File: config.mk
export PLATFORM = sky130hd
export DESIGN_NAME = dmem_arb
export DESIGN_NICKNAME = d
export VERILOG_FILES = /design/src/rtl/dmem_pkg.sv /design/src/rtl/dmem_arb_rr2.sv /design/src/rtl/dmem_arb.sv
export SDC_FILE = /design/constraint.sdc
export NUM_CORES = 1
export LEC_CHECK = 0
export ABC_CLOCK_PERIOD_IN_PS = 4400
export CAP_MARGIN = 0
export CORE_MARGIN = 2
export CORE_UTILIZATION = 39
export CTS_CLUSTER_DIAMETER = 120
export CTS_CLUSTER_SIZE = 20
export DETAILED_ROUTE_END_ITERATION = 8
export PLACE_DENSITY = 0.79
export SETUP_SLACK_MARGIN = 0.4
export SLEW_MARGIN = 25
export SYNTH_ARGS = -nofsm -noshare
export SYNTH_HDL_FRONTEND = slang
export SYNTH_HIERARCHICAL = 1
export SYNTH_SLANG_ARGS = --single-unit
File: constraint.sdc
create_clock -name clk -period 4.4 [get_ports clk]
set_input_delay 0.44 -clock clk [delete_from_list [all_inputs] [get_ports clk]]
set_output_delay 0.44 -clock clk [all_outputs]
set_load 0.05 [all_outputs]
File: src/rtl/dmem_pkg.sv
// Shared definitions for the data-memory arbiter: state encoding and bus widths.
package dmem_pkg;

    localparam int ADDR_W = 32;
    localparam int DATA_W = 32;
    localparam int MASK_W = 4;

    localparam logic [MASK_W-1:0] WMASK_READ = 4'b0000;

    typedef enum logic [1:0] {
        ST_IDLE  = 2'd0,
        ST_ISSUE = 2'd1,
        ST_WAIT  = 2'd2
    } state_e;

endpackage

File: src/rtl/dmem_arb_rr2.sv
// Two-requester round-robin picker: on a tie the port that did not win last time wins.
module dmem_arb_rr2 (
    input  logic [1:0] req,
    input  logic       last_grant,
    output logic [1:0] gnt
);

    always_comb begin
        gnt    = 2'b00;
        gnt[0] = req[0] & (~req[1] | last_grant);
        gnt[1] = req[1] & (~req[0] | ~last_grant);
    end

endmodule

File: src/rtl/dmem_arb.sv
// Two-port arbiter/sequencer for the data-memory bus; one transaction in flight,
// registered bus request, one-cycle response pulse, watchdog on the response.
//
// state    | meaning
// ST_IDLE  | no transaction; grant and accept a requester
// ST_ISSUE | latched request driven on the bus until mem_i_ready
// ST_WAIT  | waiting for mem_i_rvalid, watchdog counting
module dmem_arb
    import dmem_pkg::*;
#(
    parameter int TIMEOUT_CYCLES = 255
) (
    input  logic              clk,
    input  logic              rst,

    input  logic              m0_i_valid,
    output logic              m0_o_ready,
    input  logic [ADDR_W-1:0] m0_i_addr,
    input  logic [DATA_W-1:0] m0_i_wdata,
    input  logic [MASK_W-1:0] m0_i_wmask,
    output logic              m0_o_rvalid,
    output logic [DATA_W-1:0] m0_o_rdata,
    output logic              m0_o_err,

    input  logic              m1_i_valid,
    output logic              m1_o_ready,
    input  logic [ADDR_W-1:0] m1_i_addr,
    input  logic [DATA_W-1:0] m1_i_wdata,
    input  logic [MASK_W-1:0] m1_i_wmask,
    output logic              m1_o_rvalid,
    output logic [DATA_W-1:0] m1_o_rdata,
    output logic              m1_o_err,

    output logic              mem_o_valid,
    input  logic              mem_i_ready,
    output logic [ADDR_W-1:0] mem_o_addr,
    output logic [MASK_W-1:0] mem_o_wmask,
    output logic [DATA_W-1:0] mem_o_wdata,
    input  logic              mem_i_rvalid,
    input  logic [DATA_W-1:0] mem_i_rdata
);

    localparam int CNT_W = $clog2(TIMEOUT_CYCLES + 1);
    localparam logic [CNT_W-1:0] CNT_MAX  = CNT_W'(TIMEOUT_CYCLES);
    localparam logic [CNT_W-1:0] CNT_LAST = CNT_W'(TIMEOUT_CYCLES - 1);

    state_e            state;
    state_e            next_state;
    logic              last_grant;
    logic              gid;
    logic [CNT_W-1:0]  cnt;
    logic [1:0]        gnt;
    logic              accept;
    logic              resp_fire;
    logic              resp_err;
    logic [1:0]        rvalid_q;
    logic [ADDR_W-1:0] lat_addr;
    logic [MASK_W-1:0] lat_wmask;
    logic [DATA_W-1:0] lat_wdata;
    logic [DATA_W-1:0] rdata0_q;
    logic [DATA_W-1:0] rdata1_q;
    logic              err0_q;
    logic              err1_q;

    dmem_arb_rr2 u_rr2 (
        .req        ({m1_i_valid, m0_i_valid}),
        .last_grant (last_grant),
        .gnt        (gnt)
    );

    always_comb begin
        next_state  = state;
        accept      = 1'b0;
        mem_o_valid = 1'b0;
        resp_fire   = 1'b0;
        resp_err    = 1'b0;
        case (state)
            ST_IDLE: begin
                if (|gnt) begin
                    accept     = 1'b1;
                    next_state = ST_ISSUE;
                end
            end
            ST_ISSUE: begin
                mem_o_valid = 1'b1;
                if (mem_i_ready) next_state = ST_WAIT;
            end
            ST_WAIT: begin
                // A real response beats the watchdog when both land in the same cycle.
                if (mem_i_rvalid) begin
                    resp_fire  = 1'b1;
                    next_state = ST_IDLE;
                end else if (cnt >= CNT_LAST) begin
                    resp_fire  = 1'b1;
                    resp_err   = 1'b1;
                    next_state = ST_IDLE;
                end
            end
            default: next_state = ST_IDLE;
        endcase
    end

    // Ready is combinational from the valids, so it must be masked while rst is high.
    assign m0_o_ready = accept & gnt[0] & ~rst;
    assign m1_o_ready = accept & gnt[1] & ~rst;

    always_ff @(posedge clk or posedge rst) begin
        if (rst) begin
            state      <= ST_IDLE;
            last_grant <= 1'b1;
            gid        <= 1'b0;
            cnt        <= '0;
            lat_addr   <= '0;
            lat_wmask  <= '0;
            lat_wdata  <= '0;
            rvalid_q   <= 2'b00;
            rdata0_q   <= '0;
            rdata1_q   <= '0;
            err0_q     <= 1'b0;
            err1_q     <= 1'b0;
        end else begin
            state    <= next_state;
            rvalid_q <= 2'b00;
            if (accept) begin
                lat_addr   <= gnt[1] ? m1_i_addr  : m0_i_addr;
                lat_wmask  <= gnt[1] ? m1_i_wmask : m0_i_wmask;
                lat_wdata  <= gnt[1] ? m1_i_wdata : m0_i_wdata;
                gid        <= gnt[1];
                last_grant <= gnt[1];
            end
            if (state == ST_ISSUE && mem_i_ready) begin
                cnt <= '0;
            end else if (state == ST_WAIT && cnt != CNT_MAX) begin
                cnt <= cnt + CNT_W'(1);
            end
            if (resp_fire) begin
                if (gid) begin
                    rvalid_q[1] <= 1'b1;
                    rdata1_q    <= resp_err ? '0 : mem_i_rdata;
                    err1_q      <= resp_err;
                end else begin
                    rvalid_q[0] <= 1'b1;
                    rdata0_q    <= resp_err ? '0 : mem_i_rdata;
                    err0_q      <= resp_err;
                end
            end
        end
    end

    assign mem_o_addr  = lat_addr;
    assign mem_o_wmask = lat_wmask;
    assign mem_o_wdata = lat_wdata;

    assign m0_o_rvalid = rvalid_q[0];
    assign m0_o_rdata  = rdata0_q;
    assign m0_o_err    = err0_q;
    assign m1_o_rvalid = rvalid_q[1];
    assign m1_o_rdata  = rdata1_q;
    assign m1_o_err    = err1_q;

endmodule

After elaboration in Yosys (flattened, before gate mapping). Cells that the tools add are included.

Bits of input ports: 174. Bits in latches: 0. Memory bits (writable): 0. Register bits after elaboration: 148. Output and inout port bits: 139. ROM bits: 0. Memories: 0.

$add $sub $neg: 1. $lt $le $gt $ge: 1. Reduce and logical (&&, ||, !) cells: 8. Multiply operators: 0. Shifts and indexed selects: 0. Div/mod/pow operators: 0. Multiplexer cells: 22. Eq/ne operators: 6. Bitwise operators: 13.

Operators with widths (number): 32-bit two-way mux (3); 8-bit two-way mux (2); 1-bit two-way mux (10); 2-bit two-way mux (5); 8-bit by 1-bit adder with 8-bit output, second input constant (1); 8-bit >= comparator, second input constant (1); 8-bit != test, second input constant (1); 1-bit bitwise AND (6); 2-bit one-hot mux with 3 select lines (1); 1-bit NOT (5); 4-bit two-way mux (1); 2-bit != test, second input constant (2); 2-bit AND reduction (2); 3-bit != test, second input constant (1); 3-bit AND reduction (1); 2-bit by 1-bit == test with 1-bit output, second input constant (1); 2-bit == test, second input constant (1); 1-bit logical AND (2); 2-bit zero test (1); 1-bit OR (2); 2-bit nonzero test (1); 2-bit OR reduction (1).

Depth between registers and ports, before layout.
Depth in word-level cells: 8. Gate-level depth with buffers: 7. Gate-level depth less buffers: 5.

By module. Netlist, hierarchy kept.

By module, submodules not included: dmem_arb (instances 1, seq. area each 3704.8 sq um, cells each 588, area each 7159.4 sq um); dmem_arb_rr2 (instances 1, seq. area each 0.0 sq um, cells each 3, area each 18.8 sq um).

Least setup slack after synthesis. OpenSTA, ideal clock, no wires.

Path type: in2out. Start point: in m1_i_valid. End point: out m1_o_ready. Required time: 3.960 ns. Buffers on the path: 2. Arrival time: 1.558 ns. Setup slack: 2.402 ns. Stages on the path: 4. Cells stage by stage: a21boi_0 buf_2 buf_1 and2_1.

Longest elaborated chain between the ends: 8. Elaborated cells between the ends (all ways): 9. Those cells by class: 2 x mux; 6 x bitwise; 1 x reduce/logical.

RTL lines: start, declared (RTL line dmem_arb.sv:25) `input logic m1_i_valid,`; 1-bit NOT (RTL line dmem_arb_rr2.sv:10) `gnt[0] = req[0] & (~req[1] | last_grant);`; 1-bit OR (RTL line dmem_arb_rr2.sv:10); 1-bit bitwise AND (RTL line dmem_arb_rr2.sv:10); 2-bit OR reduction (RTL line dmem_arb.sv:79) `if (|gnt) begin`; 1-bit two-way mux (RTL line dmem_arb.sv:79); 1-bit two-way mux (RTL line dmem_arb.sv:77) `case (state)`; 1-bit bitwise AND (*) (2 in series) (RTL line dmem_arb.sv:105) `assign m1_o_ready = accept & gnt[1] & ~rst;`; end, declared (RTL line dmem_arb.sv:26) `output logic m1_o_ready,`.

Mark *: on every way between the ends. The rest lies on a longest branch, timed or not.

Worst setup path after layout.
Start point: in m1_i_valid. End point: out m1_o_ready.

Elaborated cells between the ends (all ways): 9. Those cells by class: 2 x mux; 6 x bitwise; 1 x reduce/logical.

RTL lines: 1-bit bitwise AND (*) (RTL line dmem_arb_rr2.sv:11) `gnt[1] = req[1] & (~req[0] | ~last_grant);`; net gnt[1] (RTL line dmem_arb.sv:52) `logic [1:0] gnt;`; 2-bit OR reduction (RTL line dmem_arb.sv:79); 1-bit two-way mux (RTL line dmem_arb.sv:79); 1-bit two-way mux (RTL line dmem_arb.sv:77); 1-bit bitwise AND (*) (2 in series) (RTL line dmem_arb.sv:105).

The timed path passes the listed nets; every way through them passes the cells marked *.

==> results.sh <==
export IMPL_outcome="completed"
export IMPL_p_leak_nw=4.45
export IMPL_setup_viol=0
export IMPL_cts_max_level=4
export IMPL_place_area_um2=10500
export IMPL_p_int_mw=4.48
export IMPL_drt_pass1_iter_count=5
export IMPL_gp_congestion=0.811
export IMPL_maxSlewViolCount=0
export IMPL_mostFrequentLayoutCell="clkdlybuf4s50_1"
export IMPL_path_class="in -> out"
export IMPL_nNetsFinal=1063
export IMPL_cts_hold_buf=0
export IMPL_synth_top_area_cell="dfrtp_1"
export IMPL_hpwl_mm=15.2
export IMPL_synth_ff_latch_count=148
export IMPL_cp_required_ns=3.96
export IMPL_slew_headroom_pct=50.5
export IMPL_power_frac_comb_pct=55.2
export IMPL_grt_pass1_vias=6049
export IMPL_total_power_mw=8.16
export IMPL_synth_ff_type="dfrtp_1"
export IMPL_yosysWarnings=6
export IMPL_hp_class="in -> async"
export IMPL_p_seq_share_pct=27.8
export IMPL_ant_nets=0
export IMPL_timing_fmax_mhz=349
export IMPL_drtIter0Drc=271
export IMPL_core_um2=18000
export IMPL_max_vdd_ir_drop_uv=460
export IMPL_start_util_pct=39.8
export IMPL_viasPerCell=5.17
export IMPL_cp_arrival_ns=2.43
export IMPL_switching_power_mw=3.67
export IMPL_synthTopCellsByArea="dfrtp_1, mux2_2, a22oi_1"
export IMPL_die_w_um=140
export IMPL_areaGrowthSynthToFinish_pct=54.1
export IMPL_final_area_um2=11100
export IMPL_maxCapViolCount=0
export IMPL_syn_area_per_cell_um2=12.1
export IMPL_switching_share_pct=45.0
export IMPL_routed_wl_mm=21.4
export IMPL_critical_path_max_fanout=16
export IMPL_cp_end_kind="output pin"
export IMPL_numCtsBuffers=17
export IMPL_synthCells=591
export IMPL_clockRootBuffer="clkbuf_16"
export IMPL_grt_max_degree=81
export IMPL_synth_cell_area_um2=7180
export IMPL_start_kind="primary input"
export IMPL_gr_usage_met3_pct=4.92
export IMPL_insertion_delay_ns=0.42
export IMPL_drc_errors=0
export IMPL_cts_resized=0
export IMPL_die_h_um=140
export IMPL_clockBufferDepth=2
export IMPL_wire_per_inst_um=18.9
export IMPL_met2_usage_pct=37.3
export IMPL_antenna_found_initial=2
export IMPL_grt_busiest_layer="met2"
export IMPL_cts_num_sinks=148
export IMPL_grt_usage_pct=22.1
export IMPL_final_period_utilization_pct=65.1
export IMPL_ys_seq_area_share_pct=51.6
export IMPL_ios=313
export IMPL_drive_above_1_share_pct=21.0
export IMPL_layout_common_cells="clkdlybuf4s50_1, dfrtp_1, mux2_2"
export IMPL_overflow=0
export IMPL_synth_async_sr_flop_share_pct=100
export IMPL_worst_pin_slew_ns=0.743
export IMPL_layout_min_cycle_time_ns=2.87
export IMPL_synth_top_area_share_pct=51.2
export IMPL_postCtsSetupRepairBufs=0
export IMPL_fin_setup_tns_ns=0
export IMPL_clock_skew_ns=0.0107
export IMPL_grt_pass1_wl_mm=34.0
export IMPL_io_buffers=312
export IMPL_cts_clk_slew_worst_paths_ns=0.06
export IMPL_rsz0062_at_grt="false"
export IMPL_rows=49
export IMPL_dieArea_um2=19500
export IMPL_power_density_nw_per_um2=737
export IMPL_synth_cell_types=39
export IMPL_p_clk_share_pct=17.1
export IMPL_synth_edf_count=0
export IMPL_hold_violations=0
export IMPL_nFillCells=1462
export IMPL_cts_tree="done"
export IMPL_synth_fp_nets=767
export IMPL_met1_usage_pct=27.2
export IMPL_vias=5852
layer usage:
| layer | vias to the layer above | wire (um) |
|---|---|---|
| li1 | 2743 | - |
| met1 | 2877 | 8630 |
| met2 | 196 | 11100 |
| met4 | 0 | 626 |
| met3 | 36 | 1050 |
| met5 | - | 0 |
registers in the layout, indices dropped and copies added, names as in the netlist:
register     cells
m1_o_rdata      32
m1_o_err         1
mem_o_wmask      4
last_grant       1
m0_o_rdata      32
rvalid_q         2
cnt              8
gid              1
m0_o_err         1
mem_o_addr      32
mem_o_wdata     32
state            2
path summary, 6_finish.rpt:
check,start,end,slack [ns],cells after the start
max in group asynchronous,rst,mem_o_addr[4],3.08,4
min,rst,mem_o_wdata[5],0.45,2
min in group clk,mem_o_wdata[17],mem_o_wdata[17],0.50,1
max reg2reg,last_grant,mem_o_addr[10],1.96,5
min reg2reg,mem_o_wdata[17],mem_o_wdata[17],0.50,1
max,m1_i_valid,m1_o_ready,1.53,4
power groups by stage:
stage / combinational (mW) / clock [mW] / sequential [mW]
2_1_floorplan: 1.29 / 0 / 3.99
3_3_place_gp: 4.48 / 0 / 2.26
3_5_place_dp: 4.53 / 0 / 2.28
4_1_cts: 4.54 / 1.42 / 2.27
5_1_grt: 4.71 / 1.49 / 2.34
6_report: 4.50 / 1.39 / 2.26
synthesized netlist by cell type (2+ instances only):
cell      instances
inv_1             6
o311a_1           2
o211ai_1          2
and4b_1           3
buf_6             7
a21o_1            2
ha_1              2
nor2b_1           2
mux2_2          136
clkbuf_1         21
nand2_1           9
nand2b_1         65
and2_1            3
buf_4             3
a22o_1            2
o21ai_0          38
nand3b_1          2
buf_2            13
dfrtp_1         147
and3_1            2
o21a_1            4
a21oi_1           4
mux2i_1           4
a41o_1            2
o21ai_1          29
clkbuf_2          2
o21ba_2           2
a22oi_1          64
nor3_1            3
kinds of logic (layout without fill, tap and decap cells):
group	count (synthesis)	in the layout	synth area share, %
flip-flops	148	148	51.6
other	0	2	0
AO/OA/AOI/OAI	153	153	13.8
buffers and inverters	53	362	3.92
AND/OR/NAND/NOR	95	95	8.45
adder cells (fa/ha/maj)	2	2	0.349
multiplexers	140	140	21.9
critical path, stage by stage:
cell             delay (ns)
clkdlybuf4s50_1        0.48
a21boi_4               0.46
and2_1                 0.22
clkdlybuf4s50_1        0.81
per-stage QoR:
| stage | util (%) | hold slack (ns) | worst slack, ns | std cells |
|---|---|---|---|---|
| after global placement | 58.0 | 0.489 | 1.40 | 1096 |
| after detailed placement | 58.0 | 0.495 | 1.38 | 1096 |
| after CTS | 61.2 | 0.508 | 1.50 | 1128 |
| final | 61.4 | 0.447 | 1.53 | 1131 |
| after floorplan | - | 0.486 | 2.10 | 591 |
| after global routing | 61.4 | 0.483 | 1.46 | 1131 |
area by class of cell:
type                            count  area, um^2  area share [%]
Tap cell                          229         287            2.59
Sequential cell                   148        3700            33.5
Inverter                            6        26.3           0.238
Timing Repair Buffer              324        3250            29.3
Clock buffer                       21         470            4.25
Multi-Input combinational cell    390        3220            29.1
Clock inverter                     11         104           0.939
Antenna cell                        2        5.00          0.0452
No activity file was read; power rests on OpenSTA's default activity.
